**config.mk**
```make
export PLATFORM = sky130hd
export DESIGN_NAME = sram_block_mover_flat
export DESIGN_NICKNAME = d
export VERILOG_FILES = /design/src/rtl/sram_block_mover_pkg.sv /design/src/rtl/sram_block_mover_if.sv /design/src/rtl/sram_block_mover_pipe.sv /design/src/rtl/sram_block_mover.sv /design/src/flat_wrapper.sv
export SDC_FILE = /design/constraint.sdc
export NUM_CORES = 1
export LEC_CHECK = 0
export BUFFER_PORTS_ARGS = -buffer_cell sky130_fd_sc_hd__buf_4
export CAP_MARGIN = 20
export CELL_PAD_IN_SITES_DETAIL_PLACEMENT = 0
export CELL_PAD_IN_SITES_GLOBAL_PLACEMENT = 1
export CORE_UTILIZATION = 30
export DETAILED_ROUTE_END_ITERATION = 16
export PLACE_DENSITY = 0.7
export SYNTH_ARGS = -nofsm -noshare
export SYNTH_HDL_FRONTEND = slang
export SYNTH_SLANG_ARGS = --single-unit
export TNS_END_PERCENT = 50
```
**constraint.sdc**
```tcl
create_clock -name clk -period 6 [get_ports clk]
set_clock_uncertainty 0.1 [all_clocks]
set_input_delay 1.2 -clock clk [delete_from_list [all_inputs] [get_ports clk]]
set_output_delay 1.2 -clock clk [all_outputs]
set_load 0.005 [all_outputs]
```
**src/rtl/sram_block_mover_pkg.sv**
```systemverilog
// Shared types and constants for the SRAM block mover: mode encoding, FSM
// state codes and the deepest supported inbound read latency.
package sram_block_mover_pkg;

   localparam int RD_LAT_MAX = 4;

   typedef enum logic [1:0] {
      MODE_BYPASS = 2'd0,
      MODE_XOR    = 2'd1,
      MODE_COUNT  = 2'd2,
      MODE_RSVD   = 2'd3
   } mode_e;

   typedef logic [1:0] state_t;

   localparam state_t ST_IDLE  = 2'd0;
   localparam state_t ST_RUN   = 2'd1;
   localparam state_t ST_DRAIN = 2'd2;
   localparam state_t ST_DONE  = 2'd3;

endpackage

```
**src/rtl/sram_block_mover_if.sv**
```systemverilog
// Handshake and SRAM port bundle between the block mover (master) and the
// producer/consumer buffers around it (slave).
interface sram_block_mover_if #(
   parameter int DATA_W = 128,
   parameter int ADDR_W = 8
);
   logic              ib_data_valid;
   logic [ADDR_W:0]   ib_len;
   logic [1:0]        mode;
   logic [DATA_W-1:0] key;
   logic              ib_sram_valid;
   logic              ib_rd_en;
   logic [ADDR_W-1:0] ib_rd_addr;
   logic [DATA_W-1:0] ib_rd_data;
   logic              ob_sram_valid;
   logic              ob_data_valid;
   logic [ADDR_W:0]   ob_len;
   logic              ob_wr_en;
   logic [ADDR_W-1:0] ob_wr_addr;
   logic [DATA_W-1:0] ob_wr_data;
   logic [15:0]       blk_cnt;

   modport master (
      input  ib_data_valid, ib_len, mode, key, ib_rd_data, ob_sram_valid,
      output ib_sram_valid, ib_rd_en, ib_rd_addr, ob_data_valid, ob_len,
             ob_wr_en, ob_wr_addr, ob_wr_data, blk_cnt
   );

   modport slave (
      output ib_data_valid, ib_len, mode, key, ib_rd_data, ob_sram_valid,
      input  ib_sram_valid, ib_rd_en, ib_rd_addr, ob_data_valid, ob_len,
             ob_wr_en, ob_wr_addr, ob_wr_data, blk_cnt
   );
endinterface

```
**src/rtl/sram_block_mover_pipe.sv**
```systemverilog
// Read-side delay line matching the inbound SRAM latency, followed by the
// registered mode datapath that produces the outbound write.
module sram_block_mover_pipe
   import sram_block_mover_pkg::*;
#(
   parameter int DATA_W = 128,
   parameter int ADDR_W = 8,
   parameter int RD_LAT = 1
) (
   input  logic              clk,
   input  logic              rstn,
   input  logic              rd_en,
   input  logic [ADDR_W-1:0] rd_addr,
   input  logic [DATA_W-1:0] rd_data,
   input  mode_e             mode,
   input  logic [DATA_W-1:0] key,
   output logic              wr_en,
   output logic [ADDR_W-1:0] wr_addr,
   output logic [DATA_W-1:0] wr_data
);
   localparam int LAT = (RD_LAT < 1) ? 1 : (RD_LAT > RD_LAT_MAX) ? RD_LAT_MAX : RD_LAT;

   logic [LAT:1]             vld_pipe;
   logic [LAT:1][ADDR_W-1:0] addr_pipe;
   logic [DATA_W-1:0]        res;

   always_ff @(posedge clk or negedge rstn) begin
      if (!rstn) begin
         vld_pipe  <= '0;
         addr_pipe <= '0;
      end else begin
         vld_pipe[1]  <= rd_en;
         addr_pipe[1] <= rd_addr;
         for (int i = 2; i <= LAT; i++) begin
            vld_pipe[i]  <= vld_pipe[i-1];
            addr_pipe[i] <= addr_pipe[i-1];
         end
      end
   end

   // Word index equals the read address, so COUNT reuses the delayed address.
   always_comb begin
      res = rd_data;
      case (mode)
         MODE_XOR:   res = rd_data ^ key;
         MODE_COUNT: res[31:0] = rd_data[31:0] + 32'(addr_pipe[LAT]);
         default:    res = rd_data;
      endcase
   end

   always_ff @(posedge clk or negedge rstn) begin
      if (!rstn) begin
         wr_en   <= 1'b0;
         wr_addr <= '0;
         wr_data <= '0;
      end else begin
         wr_en <= vld_pipe[LAT];
         if (vld_pipe[LAT]) begin
            wr_addr <= addr_pipe[LAT];
            wr_data <= res;
         end
      end
   end

endmodule

```
**src/rtl/sram_block_mover.sv**
```systemverilog
// Moves one block from the inbound SRAM to the outbound SRAM, transforming
// each word on the way; the FSM owns buffer handshakes and read sequencing.
module sram_block_mover
   import sram_block_mover_pkg::*;
#(
   parameter int DATA_W = 128,
   parameter int ADDR_W = 8,
   parameter int RD_LAT = 1
) (
   input logic               clk,
   input logic               rstn,
   sram_block_mover_if.master bus
);
   state_t            state;
   logic              armed;
   logic              start;
   logic [ADDR_W:0]   len_q;
   mode_e             mode_q;
   logic [DATA_W-1:0] key_q;
   logic [ADDR_W-1:0] last_addr;

   // len 0 and len 2^ADDR_W both give an all-ones last address.
   assign last_addr = ADDR_W'(len_q - 1'b1);
   assign start     = (state == ST_IDLE) && bus.ib_data_valid && armed && bus.ob_sram_valid;

   always_ff @(posedge clk or negedge rstn) begin
      if (!rstn)                  armed <= 1'b1;
      else if (!bus.ib_data_valid) armed <= 1'b1;
      else if (start)             armed <= 1'b0;
   end

   always_ff @(posedge clk or negedge rstn) begin
      if (!rstn) begin
         state             <= ST_IDLE;
         len_q             <= '0;
         mode_q            <= MODE_BYPASS;
         key_q             <= '0;
         bus.ib_sram_valid <= 1'b1;
         bus.ib_rd_en      <= 1'b0;
         bus.ib_rd_addr    <= '0;
         bus.ob_data_valid <= 1'b0;
         bus.ob_len        <= '0;
         bus.blk_cnt       <= '0;
      end else begin
         case (state)
            ST_IDLE: if (start) begin
               state             <= ST_RUN;
               len_q             <= bus.ib_len;
               mode_q            <= mode_e'(bus.mode);
               key_q             <= bus.key;
               bus.ib_sram_valid <= 1'b0;
               bus.ib_rd_en      <= 1'b1;
               bus.ib_rd_addr    <= '0;
            end
            ST_RUN: begin
               bus.ib_rd_addr <= bus.ib_rd_addr + 1'b1;
               if (bus.ib_rd_addr == last_addr) begin
                  bus.ib_rd_en <= 1'b0;
                  state        <= ST_DRAIN;
               end
            end
            ST_DRAIN: if (bus.ob_wr_en && bus.ob_wr_addr == last_addr) begin
               state             <= ST_DONE;
               bus.ob_data_valid <= 1'b1;
               bus.ib_sram_valid <= 1'b1;
               bus.blk_cnt       <= bus.blk_cnt + 16'd1;
               bus.ob_len        <= (len_q == '0) ? {1'b1, {ADDR_W{1'b0}}} : len_q;
            end
            ST_DONE: if (!bus.ob_sram_valid) begin
               state             <= ST_IDLE;
               bus.ob_data_valid <= 1'b0;
            end
            default: state <= ST_IDLE;
         endcase
      end
   end

   sram_block_mover_pipe #(
      .DATA_W (DATA_W),
      .ADDR_W (ADDR_W),
      .RD_LAT (RD_LAT)
   ) u_pipe (
      .clk     (clk),
      .rstn    (rstn),
      .rd_en   (bus.ib_rd_en),
      .rd_addr (bus.ib_rd_addr),
      .rd_data (bus.ib_rd_data),
      .mode    (mode_q),
      .key     (key_q),
      .wr_en   (bus.ob_wr_en),
      .wr_addr (bus.ob_wr_addr),
      .wr_data (bus.ob_wr_data)
   );

endmodule

```
**src/flat_wrapper.sv**
```systemverilog
// flat-port wrapper written by rule: the top's interface ports become plain ports
module sram_block_mover_flat import sram_block_mover_pkg::*;
#(
   parameter int DATA_W = 128,
   parameter int ADDR_W = 8,
   parameter int RD_LAT = 1
)
  (clk, rstn, bus_ib_data_valid, bus_ib_len, bus_mode, bus_key, bus_ib_rd_data, bus_ob_sram_valid, bus_ib_sram_valid, bus_ib_rd_en, bus_ib_rd_addr, bus_ob_data_valid, bus_ob_len, bus_ob_wr_en, bus_ob_wr_addr, bus_ob_wr_data, bus_blk_cnt);
  sram_block_mover_if #(.DATA_W(DATA_W), .ADDR_W(ADDR_W)) bus_i ();
  input logic clk;
  input logic rstn;
  input wire logic [$bits(bus_i.ib_data_valid)-1:0] bus_ib_data_valid;
  input wire logic [$bits(bus_i.ib_len)-1:0] bus_ib_len;
  input wire logic [$bits(bus_i.mode)-1:0] bus_mode;
  input wire logic [$bits(bus_i.key)-1:0] bus_key;
  input wire logic [$bits(bus_i.ib_rd_data)-1:0] bus_ib_rd_data;
  input wire logic [$bits(bus_i.ob_sram_valid)-1:0] bus_ob_sram_valid;
  output wire logic [$bits(bus_i.ib_sram_valid)-1:0] bus_ib_sram_valid;
  output wire logic [$bits(bus_i.ib_rd_en)-1:0] bus_ib_rd_en;
  output wire logic [$bits(bus_i.ib_rd_addr)-1:0] bus_ib_rd_addr;
  output wire logic [$bits(bus_i.ob_data_valid)-1:0] bus_ob_data_valid;
  output wire logic [$bits(bus_i.ob_len)-1:0] bus_ob_len;
  output wire logic [$bits(bus_i.ob_wr_en)-1:0] bus_ob_wr_en;
  output wire logic [$bits(bus_i.ob_wr_addr)-1:0] bus_ob_wr_addr;
  output wire logic [$bits(bus_i.ob_wr_data)-1:0] bus_ob_wr_data;
  output wire logic [$bits(bus_i.blk_cnt)-1:0] bus_blk_cnt;
  assign bus_i.ib_data_valid = bus_ib_data_valid;
  assign bus_i.ib_len = bus_ib_len;
  assign bus_i.mode = bus_mode;
  assign bus_i.key = bus_key;
  assign bus_i.ib_rd_data = bus_ib_rd_data;
  assign bus_i.ob_sram_valid = bus_ob_sram_valid;
  assign bus_ib_sram_valid = bus_i.ib_sram_valid;
  assign bus_ib_rd_en = bus_i.ib_rd_en;
  assign bus_ib_rd_addr = bus_i.ib_rd_addr;
  assign bus_ob_data_valid = bus_i.ob_data_valid;
  assign bus_ob_len = bus_i.ob_len;
  assign bus_ob_wr_en = bus_i.ob_wr_en;
  assign bus_ob_wr_addr = bus_i.ob_wr_addr;
  assign bus_ob_wr_data = bus_i.ob_wr_data;
  assign bus_blk_cnt = bus_i.blk_cnt;
  sram_block_mover #(.DATA_W(DATA_W), .ADDR_W(ADDR_W), .RD_LAT(RD_LAT)) u_core (.clk(clk), .rstn(rstn), .bus(bus_i));
endmodule
```
==> results.cfg, run 1 <==
[run]
drv_cap = 0

[placed_design]
dp_slack_ns = 2.107
dp_hpwl_um = 33590
gp_congestion = 0.8044
portBuffers = 443
placed_area_um2 = 19560

[drt]
drt-total-wl_um = 46960
vias = 12320
drc = 0
via_per_inst = 4.800
firstDrtPassIters = 5
drtIter0Drc = 649
ant_nets = 0
detail_route.wl_per_cell_um = 18.30

[timing]
rsz0062_at_grt = no
tightest_slew_ns = 0.9072
max-slew-margin-rel = 0.3952
finalCritPeriodShare = 0.5580
fin_ws_ns = 2.652
tns_ns = 0
hold_viol_final = 0
slew_viol_final = 0
fin_hold_ws_ns = 0.3262
min_period_ns = 3.348
setup_viol = 0
max_freq_ghz = 0.2987

[yosys]
netlist.area_leader.share = 0.5178
netlist_top_cells_count = dfrtp_1 (322), mux2_2 (174), nand2_1 (153)
synthAdderAreaFrac = 0.01576
synth.most_common_cell = dfrtp_1
ys_seq_area_frac = 0.5211
synth.distinct_cells = 70
mappedNetlistArea_um2 = 15560
netlist_instances = 1441
avgSynthCellArea_um2 = 10.80
synth-compound-area-share = 0.09961
ys_seq_elements = 324
yosys.area_share.simple = 0.1211
synth-xor-area-share = 0.07992
synth_edf_count = 0
synth_top_family_by_area = multiplexers
synth.area.top_cells = dfrtp_1 (52%), mux2_2 (13%), xor2_1 (6.5%)
yosysTopAreaCell = dfrtp_1
synthArstFlopShare = 1.000
ys_warn_count = 0
synth_fp_nets = 1731
synthMuxAreaShare = 0.1372
synthFlopType = dfrtp_1

[floorplanning]
start_util = 0.3034
die_w_um = 229.8
dieArea_um2 = 52790
rows = 83
core_um2 = 51300
ioPinCount = 444
die_y_um = 229.8

[critical_path]
cp_num_cells = 7
worstPathBufferInverterCount = 1
path_delay_family = simple AND/OR/NAND/NOR gates
critPathCaptureType = flip-flop
critPathArrivalTime_ns = 3.67
cp_slowest_stage_delay_ns = 0.71
path_cells = nor4_1 -> a311oi_1 -> a2111oi_0 -> nor4_2 -> buf_4 -> nand2_1 -> mux2_2
path_class = reg -> reg
slowest_stage = a2111oi_0
required_ns = 6.32
crit_path_max_fanout = 12
startpoint_type = flip-flop
r2r_cells = 7

[global_route]
antenna_found_initial = 2
grt_max_degree = 110
grt_pass1_vias = 12600
grt-ovfl-total = 0
grt_pass1_wl_um = 74190
globalRouteTotalUtil = 0.1779

[cts]
post-cts-setup-buffers = 0
postCtsResizedCells = 0
cts_max_path_buffers = 3
clk_pin_slew_ns = 0.06
numCtsBuffers = 40
holdBufCountCts = 0
worstSkewPairLatency_ns = 0.54
h-tree-depth = 2
cts.sinks = 324
cts_root_buf = clkbuf_16
cts_tree = yes

[finish]
fin_nets = 2147
layout-drive-gt1-share = 0.3767
num-fill-cells = 5102
multi_input_area_um2 = 7079
design_area_um2 = 20840
seqCellArea_um2 = 8114
synthToLayoutAreaGrowth_pct = 33.90

[power]
powerDensity_nw_per_um2 = 486.9
cellLeakagePower_nw = 9.481
ir_drop_v = 0.0002952

[worst_hold_path]
hold_depth = 0
hp-class = reg -> reg

[outcome]
status = finished clean
==> state kept, by name, indices dropped and copies added, names as in the netlist, 2 cells and up <==
signal / flops
u_core.key_q: 128
u_core.u_pipe.wr_data: 128
u_core.bus.blk_cnt: 16
u_core.bus.ob_len: 9
u_core.len_q: 9
u_core.bus.ib_rd_addr: 8
u_core.u_pipe.addr_pipe: 8
u_core.u_pipe.wr_addr: 8
u_core.mode_q: 2
u_core.state: 2
==> through the flow <==
stage / instances / total power, mW / utilization
floorplan: 1441 / 6.153 / -
global placement: 2493 / 7.818 / 0.3813
detailed placement: 2493 / 7.921 / 0.3813
CTS: 2563 / 10.31 / 0.4057
global route: 2566 / 10.90 / 0.4062
finish: 2566 / 10.15 / 0.4062
==> cell families (layout without fill, tap and decap cells) <==
logic type | after synthesis | count (layout)
AO/OA/AOI/OAI | 258 | 258
other | 0 | 1
multiplexers | 191 | 191
AND/OR/NAND/NOR | 413 | 413
XOR/XNOR | 138 | 138
flip-flops | 324 | 324
adder cells (fa/ha/maj) | 19 | 19
buffers and inverters | 98 | 542
==> path summary, 6_finish.rpt <==
check | startpoint | to | slack (ns)
hold reg to reg | u_core.bus.ib_rd_en | u_core.u_pipe.vld_pipe | 0.33
min in group asynchronous | rstn | u_core.u_pipe.wr_data[112] | 0.61
setup / recovery | u_core.len_q[0] | u_core.bus.ob_len[7] | 2.65
hold / removal | u_core.bus.ib_rd_en | u_core.u_pipe.vld_pipe | 0.33
setup reg to reg | u_core.len_q[0] | u_core.bus.ob_len[7] | 2.65
max in group asynchronous | rstn | u_core.u_pipe.wr_data[86] | 4.03
==> layer usage <==
metal / wire length [µm] / up-vias / global-route usage
li1: - / 5857 / -
met1: 19540 / 6063 / 0.2229
met2: 22560 / 345 / 0.2918
met3: 4001 / 49 / 0.06200
met4: 844 / 2 / 0.04408
met5: 17 / - / 0
==> layout make-up <==
type,instances,area share
antenna,1,0.0001201
clock buffer,58,0.05518
clock inverter,12,0.004864
inverter,15,0.002702
multi-input combinational,1019,0.3397
sequential,324,0.3894
tap,680,0.04083
timing repair buffer,457,0.1672
==> where the power goes <==
group | switching, mW | internal (mW) | total [mW]
Combinational | 1.95 | 1.98 | 3.93
Sequential | 0.724 | 3.17 | 3.89
Clock | 0.946 | 1.37 | 2.32
==> cells in the final DEF (no fill, tap or decap), types with 4 or more instances in the layout <==
cell / n
a21o_1: 7
a21oi_1: 120
a222oi_1: 5
a22oi_1: 20
and3_1: 15
buf_4: 452
clkbuf_1: 11
clkbuf_16: 41
clkbuf_8: 6
clkinv_2: 6
dfrtp_1: 321
ha_1: 16
inv_1: 15
mux2_2: 174
mux2i_1: 16
nand2_1: 153
nand2b_1: 6
nand3_1: 30
nand4_1: 18
nor2_1: 140
nor2b_1: 6
nor3_1: 5
nor3b_1: 4
o2111ai_1: 4
o211ai_1: 8
o21ai_0: 62
o31ai_1: 4
or3_1: 7
or4_1: 5
xnor2_1: 19
xor2_1: 116
No activity file was read; power rests on OpenSTA's default activity.
==> inputs of run 2 (changes only) <==
- ABC_AREA: default -> 1
- PLACE_DENSITY: 0.7 -> 0.73
- clock period: 6 -> 3.37 ns (I/O delays scaled with it)
==> run 2 against run 1 <==
First-iteration DRC count increased by 50%. Critical path depth increased by 5. Count of clock-buffer cells in the layout decreased by 4. Critical path type unchanged.
==> results.cfg, run 2 <==
[yosys]
avgSynthCellArea_um2 = 7.828
ys_seq_elements = 324
synth.most_common_cell = nand2_1
netlist.area_leader.share = 0.5073
synthAdderAreaFrac = 0.01544
synth-compound-area-share = 0.08547
netlist_instances = 2029
synthArstFlopShare = 1.000
ys_seq_area_frac = 0.5106
synth_fp_nets = 2319
netlist_top_cells_count = nand2_1 (885), dfrtp_1 (322), o21ai_0 (162)
synth_top_family_by_area = simple AND/OR/NAND/NOR gates
synthMuxAreaShare = 0
yosys.area_share.simple = 0.2801
yosysTopAreaCell = dfrtp_1
synth.area.top_cells = dfrtp_1 (51%), nand2_1 (21%), xor2_1 (5.7%)
synth_edf_count = 0
synth-xor-area-share = 0.06231
synthFlopType = dfrtp_1
ys_warn_count = 0
mappedNetlistArea_um2 = 15880
synth.distinct_cells = 35

[cts]
cts.sinks = 324
cts_root_buf = clkbuf_16
h-tree-depth = 2
holdBufCountCts = 0
cts_tree = yes
clk_pin_slew_ns = 0.06
numCtsBuffers = 41
postCtsResizedCells = 0
post-cts-setup-buffers = 0
worstSkewPairLatency_ns = 0.55
cts_max_path_buffers = 3

[timing]
max_freq_ghz = 0.3922
rsz0062_at_grt = no
finalCritPeriodShare = 0.7565
slew_viol_final = 0
setup_viol = 0
hold_viol_final = 0
tns_ns = 0
min_period_ns = 2.550
tightest_slew_ns = 0.9120
max-slew-margin-rel = 0.3920

[finish]
fin_nets = 2746
fin_util = 0.4153
layout-drive-gt1-share = 0.2250
fin_cells = 3166
layout_top_registers = u_core.key_q: 128 flops, u_core.u_pipe.wr_data: 128 flops, u_core.bus.blk_cnt: 16 flops
final_cell_mix = nand2_1 (885), buf_4 (469), dfrtp_1 (322), o21ai_0 (162), nand3_1 (108)
synthToLayoutAreaGrowth_pct = 35.49
layout_commonest_cell = nand2_1
num-fill-cells = 5249

[global_route]
globalRouteTotalUtil = 0.1997
grt-ovfl-total = 0
grt_max_degree = 93
antenna_found_initial = 3
grt_pass1_vias = 14970
grt_pass1_wl_um = 84040

[power]
pwr-share-seq = 0.370
powerDensity_nw_per_um2 = 849.5
power.internal_mw = 11.49
power_frac_comb = 0.367
p_total_mw = 18.28
clock_power_share = 0.263
switchingPower_mw = 6.796
sw_frac_of_total = 0.3717
cellLeakagePower_nw = 10.81
ir_drop_v = 0.0003981

[critical_path]
startpoint_type = flip-flop
path_delay_family = simple AND/OR/NAND/NOR gates
critPathCaptureType = flip-flop
crit_path_frequent_cell = nand2_1
worstPathBufferInverterCount = 2
slowest_stage = dfrtp_1
critPathArrivalTime_ns = 2.94
path_cells = inv_2 -> ha_1 -> nand2_1 -> nand3_1 -> nand2_1 -> nor2_1 -> nand3_1 -> nor2_1 -> nand4_2 -> buf_4 -> or2_0 -> nand2_1
crit_path_max_fanout = 51
path_class = reg -> reg
required_ns = 3.76
cp_slowest_stage_delay_ns = 0.46

[drt]
firstDrtPassIters = 5
via_per_inst = 4.677
ant_nets = 0
drc = 0
detail_route.wl_per_cell_um = 16.96
drtIter0Drc = 975
drt-total-wl_um = 53700
vias = 14810

[run]
drv_cap = 0

[floorplanning]
start_util = 0.3065
ioPinCount = 444
dieArea_um2 = 53870
rows = 83
die_w_um = 232.1
die_y_um = 232.1
core_um2 = 51820

[placed_design]
dpl.cell_count = 3093
gp_congestion = 0.8732
portBuffers = 443
dp_hpwl_um = 38920

[worst_hold_path]
hp-class = in -> async

[outcome]
status = finished clean
-- run 2: cell count changes after synthesis, sizes merged, moves of 14 or more --
cell / change
a22oi: -20
mux2: -175
nor3: +14
and3: -14
nand3: +78
mux2i: -16
inv: +81
o21ai: +125
nand2: +732
nor2: -62
a21oi: -53
-- run 2: power by group through the flow --
stage                     logic [mW]  registers (mW)  clock network, mW
after floorplan                 3.84            6.51                  0
after global placement          6.68            6.74                  0
after detailed placement        6.81            6.77                  0
after CTS                       6.83            6.76               4.95
after global routing            7.69            6.95               5.11
final                           6.71            6.76               4.81
-- run 2: final timing paths --
path / start / endpoint / slack (ns) / cells past startpoint
setup / recovery: u_core.len_q[0] / u_core.bus.ob_data_valid / 0.82 / 12
hold / removal: rstn / u_core.u_pipe.wr_data[9] / 0.08 / 1
setup reg to reg: u_core.len_q[0] / u_core.bus.ob_data_valid / 0.82 / 12
hold reg to reg: u_core.bus.ib_rd_en / u_core.u_pipe.vld_pipe / 0.33 / 0
max in group asynchronous: rstn / u_core.u_pipe.wr_data[72] / 2.27 / 2
min in group clk: bus_ib_data_valid / u_core.armed / 0.17 / 2
-- run 2: cell families (layout without fill, tap and decap cells) --
kind of cell / after synthesis / count (layout)
compound gates: 266 / 266
xor+xnor: 113 / 113
fa+ha+maj: 19 / 19
buf+inv: 189 / 644
flops: 324 / 324
other cells: 0 / 2
simple gates: 1118 / 1118
-- run 2: layer usage --
metal | up-vias | GRT usage | share of wire
li1 | 7308 | - | -
met1 | 6970 | 0.2514 | 0.42
met2 | 438 | 0.3250 | 0.47
met3 | 90 | 0.05857 | 0.079
met4 | 2 | 0.06805 | 0.028
met5 | - | 0 | 0.00020
-- run 2: stage by stage --
step / cell area, µm² / worst slack (ns) / hold WS [ns]
2_1_floorplan: 15880 / 0.9896 / 0.2784
4_1_cts: 21520 / 0.8442 / 0.09692
5_1_grt: 21520 / 0.5803 / 0.1259
6_report: 21520 / 0.8205 / 0.07806
3_3_place_gp: 20040 / 0.6301 / 0.3180
3_5_place_dp: 20040 / 0.6019 / 0.3204
-- run 2: cell type report --
class	count	area (µm²)	area share
repair buffers	476	3656	0.1699
clock inverters	17	307.8	0.01430
clock buffers	54	1166	0.05418
diodes	2	5.005	0.0002325
inverters	97	371.6	0.01727
well taps	680	850.8	0.03953
multi-input cells	1516	7054	0.3278
flip-flops and latches	324	8110	0.3768
-- run 2: worst register-to-register path, stage by stage (launching register included) --
cell,delay (ns)
dfrtp_1,0.46
inv_2,0.15
ha_1,0.35
nand2_1,0.13
nand3_1,0.10
nand2_1,0.05
nor2_1,0.10
nand3_1,0.09
nor2_1,0.20
nand4_2,0.12
buf_4,0.29
or2_0,0.28
nand2_1,0.07
